$ cat config.mk
export PLATFORM = sky130hd
export DESIGN_NAME = sccomp_run_ctrl_flat
export DESIGN_NICKNAME = d
export VERILOG_FILES = /design/src/rtl/sccomp_dbg_pkg.sv /design/src/rtl/sccomp_run_ctrl_if.sv /design/src/rtl/sccomp_reg_dumper.sv /design/src/rtl/sccomp_run_ctrl.sv /design/src/flat_wrapper.sv
export SDC_FILE = /design/constraint.sdc
export NUM_CORES = 1
export LEC_CHECK = 0
export ABC_AREA = 1
export BUFFER_PORTS_ARGS = -buffer_cell sky130_fd_sc_hd__buf_4
export CAP_MARGIN = 20
export CORE_AREA = 3 3 132 134
export CTS_CLUSTER_SIZE = 10
export DETAILED_ROUTE_END_ITERATION = 12
export DIE_AREA = 0 0 135 137
export PLACE_DENSITY = 0.8
export SLEW_MARGIN = 20
export SYNTH_ARGS = -nofsm -noshare
export SYNTH_HDL_FRONTEND = slang
export SYNTH_SLANG_ARGS = --single-unit
$ cat constraint.sdc
create_clock -name clk -period 2.4 [get_ports clk]
set_clock_uncertainty 0.2 [all_clocks]
set_input_delay 0.12 -clock clk [delete_from_list [all_inputs] [get_ports clk]]
set_output_delay 0.12 -clock clk [all_outputs]
set_load 0.1 [all_outputs]
$ cat src/rtl/sccomp_dbg_pkg.sv
// Shared types for the sccomp run/halt/debug sequencer: state encoding,
// stop-cause codes and the register-file index width.
package sccomp_dbg_pkg;

    localparam int RF_IDX_W = 5;

    typedef enum logic [2:0] {
        ST_IDLE,
        ST_RUN,
        ST_STEP,
        ST_DUMP_SEL,
        ST_DUMP_OUT,
        ST_DONE
    } state_t;

    typedef enum logic [1:0] {
        CAUSE_NONE = 2'd0,
        CAUSE_PC   = 2'd1,
        CAUSE_HALT = 2'd2,
        CAUSE_TMO  = 2'd3
    } cause_t;

endpackage

$ cat src/rtl/sccomp_run_ctrl_if.sv
// Register-dump stream: one beat per register, valid/ready handshake.
interface sccomp_run_ctrl_if #(
    parameter int DATA_W = 32
);
    import sccomp_dbg_pkg::*;

    logic                dump_valid;
    logic                dump_ready;
    logic [RF_IDX_W-1:0] dump_idx;
    logic [DATA_W-1:0]   dump_data;
    logic                dump_last;

    modport master (
        output dump_valid,
        output dump_idx,
        output dump_data,
        output dump_last,
        input  dump_ready
    );

    modport slave (
        input  dump_valid,
        input  dump_idx,
        input  dump_data,
        input  dump_last,
        output dump_ready
    );

endinterface

$ cat src/rtl/sccomp_reg_dumper.sv
// Walks the register-file debug port and emits every register as one
// stream beat; two cycles per register when the consumer never stalls.
module sccomp_reg_dumper
    import sccomp_dbg_pkg::*;
#(
    parameter int DATA_W = 32,
    parameter int NREG   = 32
) (
    input  logic                clk,
    input  logic                rstn,
    input  logic                start,
    output logic                beat_ack,
    output logic                done,
    output logic [RF_IDX_W-1:0] reg_sel,
    input  logic [DATA_W-1:0]   reg_data,
    sccomp_run_ctrl_if.master   dump
);

    localparam logic [RF_IDX_W-1:0] LAST_IDX = RF_IDX_W'(NREG - 1);

    state_t phase_reg;

    assign beat_ack = (phase_reg == ST_DUMP_OUT) && dump.dump_ready;
    assign done     = beat_ack && dump.dump_last;

    // reg_sel doubles as the walk index, so it already points at the
    // register being captured during the select phase.
    always_ff @(posedge clk or negedge rstn) begin
        if (!rstn) begin
            phase_reg       <= ST_IDLE;
            reg_sel         <= '0;
            dump.dump_valid <= 1'b0;
            dump.dump_idx   <= '0;
            dump.dump_data  <= '0;
            dump.dump_last  <= 1'b0;
        end else begin
            case (phase_reg)
                ST_DUMP_SEL: begin
                    dump.dump_data  <= (reg_sel == '0) ? '0 : reg_data;
                    dump.dump_idx   <= reg_sel;
                    dump.dump_last  <= (reg_sel == LAST_IDX);
                    dump.dump_valid <= 1'b1;
                    phase_reg       <= ST_DUMP_OUT;
                end
                ST_DUMP_OUT: begin
                    if (dump.dump_ready) begin
                        dump.dump_valid <= 1'b0;
                        if (dump.dump_last) begin
                            phase_reg <= ST_IDLE;
                        end else begin
                            reg_sel   <= reg_sel + 1'b1;
                            phase_reg <= ST_DUMP_SEL;
                        end
                    end
                end
                default: begin
                    if (start) begin
                        reg_sel   <= '0;
                        phase_reg <= ST_DUMP_SEL;
                    end
                end
            endcase
        end
    end

endmodule

$ cat src/rtl/sccomp_run_ctrl.sv
// Run/step/halt sequencer for the single-cycle CPU: gates execution with a
// clock-enable, stops on breakpoint/halt/budget, then dumps the register file.
module sccomp_run_ctrl
    import sccomp_dbg_pkg::*;
#(
    parameter int PC_W       = 32,
    parameter int DATA_W     = 32,
    parameter int NREG       = 32,
    parameter int MAX_CYCLES = 1000
) (
    input  logic                clk,
    input  logic                rstn,
    input  logic                start,
    input  logic                step,
    input  logic                halt_req,
    input  logic                stop_pc_en,
    input  logic [PC_W-1:0]     stop_pc,
    input  logic [PC_W-1:0]     cpu_pc,
    output logic                cpu_en,
    output logic [RF_IDX_W-1:0] reg_sel,
    input  logic [DATA_W-1:0]   reg_data,
    sccomp_run_ctrl_if.master   dump,
    output logic                busy,
    output logic                halted,
    output logic [1:0]          cause,
    output logic [31:0]         cycle_cnt
);

    state_t      state_reg;
    cause_t      cause_reg;
    logic        first_reg;
    logic [31:0] run_cnt_reg;
    logic [31:0] cycle_cnt_reg;

    logic hit;
    logic tmo;
    logic stop_run;
    logic dump_start;
    logic beat_ack;
    logic dump_done;

    // The first RUN cycle ignores the breakpoint so a resume from it advances.
    assign hit        = stop_pc_en && (cpu_pc == stop_pc) && !first_reg;
    assign tmo        = (MAX_CYCLES != 0) && (run_cnt_reg == 32'(MAX_CYCLES));
    assign stop_run   = hit || halt_req || tmo;
    assign dump_start = (state_reg == ST_RUN) && stop_run;

    always_comb begin
        cpu_en = 1'b0;
        if (state_reg == ST_STEP)
            cpu_en = 1'b1;
        else if (state_reg == ST_RUN)
            cpu_en = !stop_run;
    end

    assign busy      = (state_reg == ST_RUN) || (state_reg == ST_STEP) ||
                       (state_reg == ST_DUMP_SEL) || (state_reg == ST_DUMP_OUT);
    assign halted    = (state_reg == ST_DONE);
    assign cause     = cause_reg;
    assign cycle_cnt = cycle_cnt_reg;

    always_ff @(posedge clk or negedge rstn) begin
        if (!rstn) begin
            state_reg     <= ST_IDLE;
            cause_reg     <= CAUSE_NONE;
            first_reg     <= 1'b0;
            run_cnt_reg   <= '0;
            cycle_cnt_reg <= '0;
        end else begin
            if (cpu_en)
                cycle_cnt_reg <= cycle_cnt_reg + 32'd1;
            case (state_reg)
                ST_IDLE, ST_DONE: begin
                    if (start || step) begin
                        state_reg   <= start ? ST_RUN : ST_STEP;
                        cause_reg   <= CAUSE_NONE;
                        first_reg   <= 1'b1;
                        run_cnt_reg <= '0;
                    end
                end
                ST_RUN: begin
                    first_reg <= 1'b0;
                    if (stop_run) begin
                        state_reg <= ST_DUMP_SEL;
                        cause_reg <= hit ? CAUSE_PC : (halt_req ? CAUSE_HALT : CAUSE_TMO);
                    end else begin
                        run_cnt_reg <= run_cnt_reg + 32'd1;
                    end
                end
                ST_STEP:     state_reg <= ST_IDLE;
                ST_DUMP_SEL: state_reg <= ST_DUMP_OUT;
                ST_DUMP_OUT: begin
                    if (dump_done)
                        state_reg <= ST_DONE;
                    else if (beat_ack)
                        state_reg <= ST_DUMP_SEL;
                end
                default:     state_reg <= ST_IDLE;
            endcase
        end
    end

    sccomp_reg_dumper #(
        .DATA_W (DATA_W),
        .NREG   (NREG)
    ) u_dumper (
        .clk      (clk),
        .rstn     (rstn),
        .start    (dump_start),
        .beat_ack (beat_ack),
        .done     (dump_done),
        .reg_sel  (reg_sel),
        .reg_data (reg_data),
        .dump     (dump)
    );

endmodule

$ cat src/flat_wrapper.sv
// flat-port wrapper written by rule: the top's interface ports become plain ports
module sccomp_run_ctrl_flat import sccomp_dbg_pkg::*;
#(
    parameter int PC_W       = 32,
    parameter int DATA_W     = 32,
    parameter int NREG       = 32,
    parameter int MAX_CYCLES = 1000
)
  (clk, rstn, start, step, halt_req, stop_pc_en, stop_pc, cpu_pc, cpu_en, reg_sel, reg_data, busy, halted, cause, cycle_cnt, dump_dump_valid, dump_dump_idx, dump_dump_data, dump_dump_last, dump_dump_ready);
  sccomp_run_ctrl_if #(.DATA_W(DATA_W)) dump_i ();
  input  logic clk;
  input  logic rstn;
  input  logic start;
  input  logic step;
  input  logic halt_req;
  input  logic stop_pc_en;
  input  logic [PC_W-1:0] stop_pc;
  input  logic [PC_W-1:0] cpu_pc;
  output logic cpu_en;
  output logic [RF_IDX_W-1:0] reg_sel;
  input  logic [DATA_W-1:0] reg_data;
  output logic busy;
  output logic halted;
  output logic [1:0] cause;
  output logic [31:0] cycle_cnt;
  output wire logic [$bits(dump_i.dump_valid)-1:0] dump_dump_valid;
  output wire logic [$bits(dump_i.dump_idx)-1:0] dump_dump_idx;
  output wire logic [$bits(dump_i.dump_data)-1:0] dump_dump_data;
  output wire logic [$bits(dump_i.dump_last)-1:0] dump_dump_last;
  input wire logic [$bits(dump_i.dump_ready)-1:0] dump_dump_ready;
  assign dump_dump_valid = dump_i.dump_valid;
  assign dump_dump_idx = dump_i.dump_idx;
  assign dump_dump_data = dump_i.dump_data;
  assign dump_dump_last = dump_i.dump_last;
  assign dump_i.dump_ready = dump_dump_ready;
  sccomp_run_ctrl #(.PC_W(PC_W), .DATA_W(DATA_W), .NREG(NREG), .MAX_CYCLES(MAX_CYCLES)) u_core (.clk(clk), .rstn(rstn), .start(start), .step(step), .halt_req(halt_req), .stop_pc_en(stop_pc_en), .stop_pc(stop_pc), .cpu_pc(cpu_pc), .cpu_en(cpu_en), .reg_sel(reg_sel), .reg_data(reg_data), .dump(dump_i), .busy(busy), .halted(halted), .cause(cause), .cycle_cnt(cycle_cnt));
endmodule
==> run_results.csv, run 1 <==
group,metric,value,unit
synth,synthTopCellsByArea,"dfrtp_1 40%, nand2_1 20%, nand3_1 8.8%, xor2_1 6.0%, nor2_1 6.0%",
sta,relSlewSlack,66.3,%
route,drt_iter0_markers,595,
global_route,grt_max_degree,44,
die,die_height,137,um
clocking,clock_latency,420,ps
global_route,grt_pass1_wl,34700,um
route,drt-pass1-iter-count,6,
worst_hold_path,holdCritPathClass,"input pin to asynchronous set/reset pin",
worst_setup_path,critPathRequiredTime,2080,ps
sta,worst-slew-pin-transition,505,ps
die,coreArea,16400,um^2
worst_setup_path,r2r_start,"u_core.run_cnt_reg[0]",
sta,timing_hold_violations_final,0,
die,io_pins,184,
worst_setup_path,cp_num_cells,11,
synth,async_flop_share,100,%
clocking,clockBufferDepth,2,
worst_setup_path,cp_num_buf_inv,2,
synth,synth_ff_type,"dfrtp_1",
synth,yosysTopAreaCell,"dfrtp_1",
worst_setup_path,crit_type,"flop to output port",
clocking,clk_pin_slew_worst_paths,60,ps
synth,synth_common_cells,"384 x nand2_1, 128 x nand3_1, 116 x dfrtp_1, 116 x nor2_1, 97 x inv_1",
worst_setup_path,ff2ff_setup_slack,150,ps
power,total_power,9790,uW
route,wl_per_cell,13.9,um
cells_and_area,nFillCells,1414,
cells_and_area,stdcell_area,10100,um^2
cells_and_area,layout-drive-gt1-share,21.7,%
route,vias,7651,
global_route,track_usage,23.2,%
synth,synthCells,1052,
sta,rsz0062_at_grt,"true",
placed_design,dp_hpwl,15100,um
die,die-area,18500,um^2
route,routed_via_density,5.01,
synth,yosysTopAreaCellShare,39.9,%
run,drv_cap,0,
synth,syn-num-nets,1163,
status,status,"finished, final reports clean",
global_route,antenna_found_initial,0,
global_route,grt_pass1_vias,7232,
clocking,cts_sinks,116,
synth,yosysWarnings,0,
synth,synth.most_common_cell,"nand2_1",
worst_setup_path,cpPeakStageDelay,410,ps
route,drtAntennaViolNets,0,
synth,postSynthAreaPerCell,6.92,um^2
synth,netlist_area,7280,um^2
worst_setup_path,cp_slowest_cell,"dfrtp_1",
die,row_count,47,
cells_and_area,nets,1404,
sta,fin_crit_sh,96.9,%
placed_design,dpl_cell_area,8990,um^2
power,powerDensity,973,nW/um^2
power,p_leak,0.00532,uW
cells_and_area,synthToLayoutAreaGrowth,38.3,%
worst_setup_path,crit_fanout,3,
worst_setup_path,critPathLaunchType,"flop",
placed_design,place_congestion,0.933,
cells_and_area,final_util,61.4,%
worst_setup_path,worst_r2r_path_depth,13,
synth,synth_edf_count,0,
sta,slew_violations,0,
route,routed_wl,21100,um
sta,fin_crit,2330,ps
synth,ys_seq_elements,116,
sta,max_clock_freq,430,MHz
synth,ys_seq_area_share,39.9,%
worst_setup_path,crit_end,"cpu_en",
global_route,grt-ovfl-total,0,
sta,setup_violations,0,
placed_design,io_buffers,183,
power,ir_drop,0.793,mV
clocking,cts-root-buf,"clkbuf_16",
worst_setup_path,critPathLaunch,"u_core.run_cnt_reg[0]",
die,fp.dieW,135,um
worst_setup_path,cpLargestDelayFamily,"simple AND/OR/NAND/NOR gates",
worst_setup_path,reg2reg_to,"u_core.cycle_cnt[13]",
route,drc,0,
die,start_util,44.4,%
synth,ys_types,34,
worst_setup_path,end_kind,"output port",
clocking,cts_tree,"yes",
clocking,cts-buffers-inserted,17,
worst_setup_path,cp.arrival,2010,ps
worst_setup_path,crit_chain,"inv_2, ha_4, nor3b_4, nand3_1, nor2_1, nor2_1, nand2_2, nand2_4, nand2_8, nand2_4, buf_12",
cells_and_area,diodes,0,
clocking,h-tree-depth,4,
[worst min path at each step]
stage	depth (start not counted)	to	from	slack [ps]
2_1_floorplan	0	u_core.cause[0]	rstn	-380
3_3_place_gp	1	u_core.cycle_cnt[18]	rstn	-80
3_5_place_dp	1	u_core.cycle_cnt[18]	rstn	-80
4_1_cts	2	u_core.cycle_cnt[18]	rstn	20
5_1_grt	2	u_core.cycle_cnt[18]	rstn	60
6_report	2	u_core.cycle_cnt[18]	rstn	10
[report_power, final]
group	leakage [uW]	internal (uW)	total (uW)	switching, uW
clock network	0.000290	1470	2530	1060
registers	0.00157	2220	2470	252
logic	0.00346	1250	4790	3540
[kinds of logic after synthesis]
kind of cell	count (synthesis)	share of synthesized area, %
AND/OR/NAND/NOR	704	41.4
buffers and inverters	134	7.63
flip-flops	116	39.9
XOR/XNOR	65	7.82
AO/OA/AOI/OAI	25	1.87
adder cells (fa/ha/maj)	8	1.38
[routing by layer]
layer	up-vias	track usage (%)	share of wire (%)
li1	3804	-	-
met1	3565	30.1	42
met2	253	38.9	49
met3	29	5.15	6.6
met4	0	7.11	1.7
met5	-	0	0
[repair_timing]
item	4_1_cts	5_1_grt
setup endpoints to repair	1	31
pin swaps	1	6
resized for setup	5	10
hold buffers	37	0
endpoints found under the hold margin	156	0
buffers inserted	3	7
[metrics by stage]
step                      setup TNS (ps)  instances  setup slack, ps  hold slack, ps
after floorplan                        0       1052             52.7            -376
after global placement                 0       1447              260           -82.0
after detailed placement               0       1447              224           -75.1
after CTS                              0       1519             25.7            23.3
after global routing               -30.9       1526            -30.9            55.8
final                                  0       1526             74.9            13.9
[cell type report]
type                    instances  area (um^2)  share of cell area [%]
multi-input cells             802         3870                    38.4
flip-flops and latches        116         2910                    28.9
repair buffers                256         2050                    20.4
clock buffers                  17          425                    4.22
inverters                     100          375                    3.73
well taps                     220          275                    2.73
clock inverters                15          160                    1.59
[placed cells by master (no fill, tap or decap), types with 15 or more instances in the layout]
master / n
clkbuf_16: 17
nor2_1: 116
nand2_1: 384
xor2_1: 50
buf_4: 216
dfrtp_1: 109
inv_1: 92
nor3_1: 34
nand4_1: 16
xnor2_1: 15
nand3_1: 128
dlygate4sd3_1: 37
No activity file was read; power rests on OpenSTA's default activity.
==> run 2: changes to the inputs <==
CORE_AREA = 3 3 139 141   (was 3 3 132 134)
DIE_AREA = 0 0 142 144   (was 0 0 135 137)
PLACE_DENSITY = 0.75   (was 0.8)
==> run 2 against run 1 <==
  * Maximum frequency is 0.45% lower
  * Via count is 0.88% lower
  * Sequential power hardly changed
  * Design area is 0.47% higher
  * Largest cell class unchanged
  * Worst hold slack worse by 6.3 ps
  * Sequential cell count stayed put
  * Die area is 11% higher
  * Critical path type unchanged
  * Highest routed layer unchanged
  * Final cell count is 0.79% higher
  * Sequential share of layout area is 0.15 points lower
  * Clock power hardly changed
==> run_results.csv, run 2 (synthesized netlist as in run 1, its figures left out) <==
group,metric,value,unit
status,status,"finished, final reports clean",
clocking,clockBufferDepth,2,
worst_setup_path,critPathRequiredTime,2080,ps
cells_and_area,nets,1407,
global_route,antenna_found_initial,0,
route,drtAntennaViolNets,0,
worst_setup_path,cp_slowest_cell,"dfrtp_1",
cells_and_area,layout-drive-gt1-share,21.7,%
worst_setup_path,cpPeakStageDelay,400,ps
clocking,cts_sinks,116,
cells_and_area,nFillCells,1667,
placed_design,io_buffers,183,
clocking,clk_pin_slew_worst_paths,60,ps
worst_setup_path,cp.arrival,2020,ps
cells_and_area,multi_input_comb_area,3860,um^2
route,drt-pass1-iter-count,5,
route,routed_wl,21900,um
worst_setup_path,cpLargestDelayFamily,"simple AND/OR/NAND/NOR gates",
sta,fin_ws,64.4,ps
worst_setup_path,crit_type,"flop to output port",
placed_design,pre_cts_ws,103,ps
cells_and_area,final_cell_count_no_fill,1538,
run,drv_cap,0,
worst_setup_path,cp_num_buf_inv,2,
clocking,cts-root-buf,"clkbuf_16",
route,routed_via_density,4.93,
cells_and_area,stdcell_area,10100,um^2
cells_and_area,final_common_cell,"nand2_1",
clocking,cts-buffers-inserted,17,
sta,worst-slew-pin-transition,558,ps
clocking,cts_tree,"yes",
global_route,grt_pass1_vias,7490,
power,ir_drop,0.987,mV
sta,timing_hold_violations_final,0,
placed_design,dpl_cell_area,9030,um^2
placed_design,dp_hpwl,15300,um
route,drt_iter0_markers,416,
worst_hold_path,holdCritPathClass,"input pin to asynchronous set/reset pin",
route,wl_per_cell,14.2,um
die,row_count,49,
sta,relSlewSlack,62.5,%
power,powerDensity,979,nW/um^2
worst_setup_path,crit_fanout,6,
die,die_height,144,um
sta,max_clock_freq,428,MHz
worst_setup_path,crit_chain,"inv_2, ha_2, nor3b_2, nand3_1, nor2_1, nor2_1, nand2_2, nand2_4, nand2_8, nand2_8, buf_12",
route,drc,0,
global_route,grt-ovfl-total,0,
cells_and_area,synthToLayoutAreaGrowth,39.0,%
global_route,grt_max_degree,52,
power,p_leak,0.00532,uW
placed_design,place_congestion,0.940,
cells_and_area,diodes,0,
clocking,h-tree-depth,4,
sta,fin_crit_sh,97.3,%
die,io_pins,184,
worst_setup_path,critPathLaunchType,"flop",
placed_design,dp_cells,1459,
sta,fin_crit,2340,ps
clocking,clock_latency,420,ps
sta,setup_violations,0,
global_route,grt_pass1_wl,36100,um
route,vias,7584,
sta,slew_violations,0,
die,fp.dieW,142,um
cells_and_area,seq_area,2910,um^2
global_route,track_usage,21.6,%
die,die-area,20400,um^2
cells_and_area,final_cell_mix,"384 x nand2_1, 217 x buf_4, 128 x nand3_1, 116 x nor2_1, 110 x dfrtp_1",
worst_setup_path,end_kind,"output port",
die,start_util,40.2,%
die,coreArea,18100,um^2
-- run 2: timing repair --
item                                    4_1_cts  5_1_grt
hold buffers                                 37        0
gates resized for setup                       7        7
pin swaps                                     1        5
setup buffers                                 3        7
endpoints found under the setup margin        1       31
endpoints found under the hold margin       158        0
-- run 2: layer usage --
layer	track usage, %	share of wire, %
met4	7.83	1.8
met2	36.1	50
met5	0	0
met1	27.5	42
met3	4.93	6.2
-- run 2: where the power goes --
| group | switching (uW) | internal, uW | leakage (uW) |
|---|---|---|---|
| clock | 957 | 1580 | 0.000266 |
| sequential | 256 | 2220 | 0.00158 |
| combinational | 3580 | 1310 | 0.00348 |
-- run 2: final timing paths --
| path | from | end | slack (ps) | cells past startpoint |
|---|---|---|---|---|
| setup reg to reg | u_core.run_cnt_reg[0] | u_core.run_cnt_reg[17] | 140 | 14 |
| min in group clk | cpu_pc[12] | u_core.cause[0] | 40 | 8 |
| setup / recovery | u_core.run_cnt_reg[0] | cpu_en | 60 | 11 |
| hold / removal | rstn | u_core.run_cnt_reg[23] | 8 | 2 |
| max in group asynchronous | rstn | u_core.u_dumper.dump.dump_data[17] | 1280 | 3 |
| hold reg to reg | u_core.u_dumper.dump.dump_data[20] | u_core.u_dumper.dump.dump_data[20] | 280 | 2 |
-- run 2: worst reg2reg max path, cell delays in order, from the launching register on --
cell and delay (ps):
dfrtp_1 400, inv_2 90, ha_2 170, nor3b_2 170, nand3_1 90, nor2_1 120
nor2_1 60, nand2_2 80, nand2_4 80, nand2_8 90, buf_4 150, nand2_1 110
buf_8 200, nand2_1 90, nand2_1 50
-- run 2: layout make-up --
cell class / count / area share, %
clock buffers: 20 / 4.51
clock inverters: 12 / 1.30
inverters: 100 / 3.71
multi-input cells: 802 / 38.2
flip-flops and latches: 116 / 28.8
well taps: 229 / 2.83
repair buffers: 259 / 20.7
-- run 2: per-stage QoR --
step | hold slack (ps) | setup TNS (ps) | power (uW) | utilization [%]
5_1_grt | 43.7 | -9.30 | 10400 | 55.9
3_5_place_dp | -78.1 | 0 | 7070 | 49.9
4_1_cts | 27.8 | 0 | 9800 | 55.6
3_3_place_gp | -79.9 | 0 | 7020 | 49.9
2_1_floorplan | -376 | 0 | 5880 | -
6_report | 7.52 | 0 | 9910 | 55.9
==> run 3: changes to the inputs <==
CORE_AREA = 3 3 125 127   (was 3 3 139 141)
DIE_AREA = 0 0 128 130   (was 0 0 142 144)
PLACE_DENSITY = 0.87   (was 0.75)
==> run 3 against run 2 <==
  * Sequential power barely moved
  * Final cell count fell by 2.9%
  * Sequential cell count did not move
  * Clock power barely moved
  * Die area fell by 19%
  * Critical path depth did not move
  * Sequential share of layout area rose by 0.20 points
  * Critical path type unchanged
  * Design area fell by 0.62%
  * Register-to-register slack improved by 20 ps
  * Utilization rose by 13 points
==> run_results.csv, run 3 (synthesized netlist as in run 1, its figures left out) <==
group,metric,value,unit
status,status,"finished, final reports clean",
sta,fin_crit_sh,95.6,%
die,die-area,16600,um^2
clocking,cts_sinks,116,
power,p_int,5010,uW
clocking,clock_latency,420,ps
placed_design,io_buffers,183,
die,start_util,50.1,%
route,wl_met3,1610,um
route,routed_via_density,5.34,
global_route,grt-ovfl-total,0,
power,swShare,49.7,%
sta,slew_violations,0,
power,combPwrFrac,49.7,%
placed_design,dp_cells,1404,
worst_setup_path,crit_type,"flop to output port",
worst_setup_path,end_kind,"output port",
cells_and_area,final_cell_count_no_fill,1494,
worst_setup_path,cpPeakStageDelay,440,ps
die,io_pins,184,
clocking,h-tree-depth,4,
sta,timing_hold_violations_final,0,
global_route,track_usage,26.8,%
worst_setup_path,crit_chain,"inv_2, nand4_1, nor2_1, nand3_1, nor2_1, nor2_1, nand2_2, nand2_4, nand2_8, nand2_4, buf_12",
worst_setup_path,critPathLaunch,"u_core.run_cnt_reg[11]",
run,drv_cap,0,
worst_setup_path,cpLargestDelayFamily,"simple AND/OR/NAND/NOR gates",
worst_setup_path,cp_slowest_cell,"dfrtp_1",
cells_and_area,nets,1408,
route,wl_met2,11200,um
die,fp.dieW,128,um
worst_hold_path,holdCritPathClass,"input pin to asynchronous set/reset pin",
clocking,cts_tree,"yes",
clocking,clockBufferDepth,2,
cells_and_area,diodes,0,
route,drc,0,
worst_setup_path,critPathLaunchType,"flop",
power,powerDensity,990,nW/um^2
die,die_height,130,um
route,drt-pass1-iter-count,5,
worst_setup_path,reg2reg_to,"u_core.run_cnt_reg[7]",
clocking,cts-root-buf,"clkbuf_16",
worst_setup_path,cp.arrival,1980,ps
sta,max_clock_freq,436,MHz
route,top_layer,"met4",
route,wl_met1,8930,um
sta,fin_crit,2300,ps
power,pwr-share-seq,24.9,%
global_route,grt_pass1_wl,36500,um
clocking,clk_pin_slew_worst_paths,60,ps
route,routed_wl,22400,um
power,ir_drop,0.993,mV
worst_setup_path,r2r_start,"u_core.run_cnt_reg[0]",
worst_setup_path,cp_num_buf_inv,2,
power,total_power,9950,uW
worst_setup_path,worst_r2r_path_depth,14,
worst_setup_path,crit_fanout,5,
die,coreArea,14500,um^2
cells_and_area,final_util,69.2,%
route,drtAntennaViolNets,0,
cells_and_area,synthToLayoutAreaGrowth,38.1,%
worst_setup_path,critPathRequiredTime,2080,ps
cells_and_area,final_cell_mix,"384 x nand2_1, 218 x buf_4, 128 x nand3_1, 115 x nor2_1, 108 x dfrtp_1",
route,drt_iter0_markers,648,
route,wl_per_cell,15.0,um
worst_setup_path,ff2ff_setup_slack,160,ps
sta,setup_violations,0,
global_route,grt_max_degree,48,
placed_design,dp_hpwl,14800,um
power,p_switching,4940,uW
power,power.share.clock,25.4,%
clocking,cts-buffers-inserted,17,
route,vias,7985,
cells_and_area,layout-drive-gt1-share,22.2,%
worst_setup_path,crit_top_cell,"nor2_1",
placed_design,place_congestion,1.02,
global_route,antenna_found_initial,0,
sta,worst-slew-pin-transition,645,ps
sta,relSlewSlack,57.0,%
power,p_leak,0.00534,uW
cells_and_area,final_common_cell,"nand2_1",
global_route,grt_pass1_vias,7724,
die,row_count,44,
==> run 3: power groups by stage <==
stage                     sequential (uW)  combinational, uW  clock, uW
after floorplan                      3700               2180          0
after global placement               2500               4400          0
after detailed placement             2500               4490          0
after CTS                            2470               4750       2540
after global routing                 2510               5240       2640
final                                2480               4940       2530
==> run 3: worst reg2reg max path: stages, from the launching register on <==
cell     delay, ps
dfrtp_1        360
inv_2           60
ha_1           180
nor3b_2        150
nand3_1         90
nor2_1          50
nor2_1         100
nand2_2         90
nand2_4        120
nand2_8         80
buf_4          140
nand2_1         50
buf_4          310
nand2_1        120
nand2_1         80
==> run 3: cell type report <==
class                           instances  area (um^2)
Fill cell                            1116         4480
Multi-Input combinational cell        802         3850
Sequential cell                       116         2910
Timing Repair Buffer                  260         2100
Clock buffer                           17          425
Inverter                              100          375
Tap cell                              184          230
Clock inverter                         15          160
==> run 3: what timing repair did <==
action	in CTS	in global routing
setup buffers	6	14
setup endpoints to repair	1	3
gates resized for setup	4	13
pin swaps	2	6
hold buffers	38	0
hold endpoints to repair	87	0
==> run 3: layer usage <==
metal	vias to the layer above	global-route usage, %
met5	-	0
met4	0	9.55
met3	70	6.71
met2	361	46.4
met1	3742	32.7
li1	3812	-
==> run 3: worst max-delay path by stage <==
| stage | depth (start not counted) | slack (ps) | end |
|---|---|---|---|
| 4_1_cts | 11 | 9 | cpu_en |
| 2_1_floorplan | 11 | 50 | u_core.cycle_cnt[26] |
| 3_3_place_gp | 13 | 300 | u_core.run_cnt_reg[11] |
| 5_1_grt | 11 | -40 | cpu_en |
| 3_5_place_dp | 13 | 210 | u_core.run_cnt_reg[19] |
| 6_report | 11 | 100 | cpu_en |
==> run 3: metrics by stage <==
step / cell area, um^2 / hold slack, ps / TNS [ps] / setup WS (ps)
after floorplan: 7300 / -376 / 0 / 52.7
after global placement: 8890 / -22.6 / 0 / 301
after detailed placement: 8890 / -17.2 / 0 / 209
after CTS: 9930 / 86.2 / 0 / 8.77
after global routing: 10100 / 135 / -60.7 / -38.2
final: 10100 / 70.6 / 0 / 105
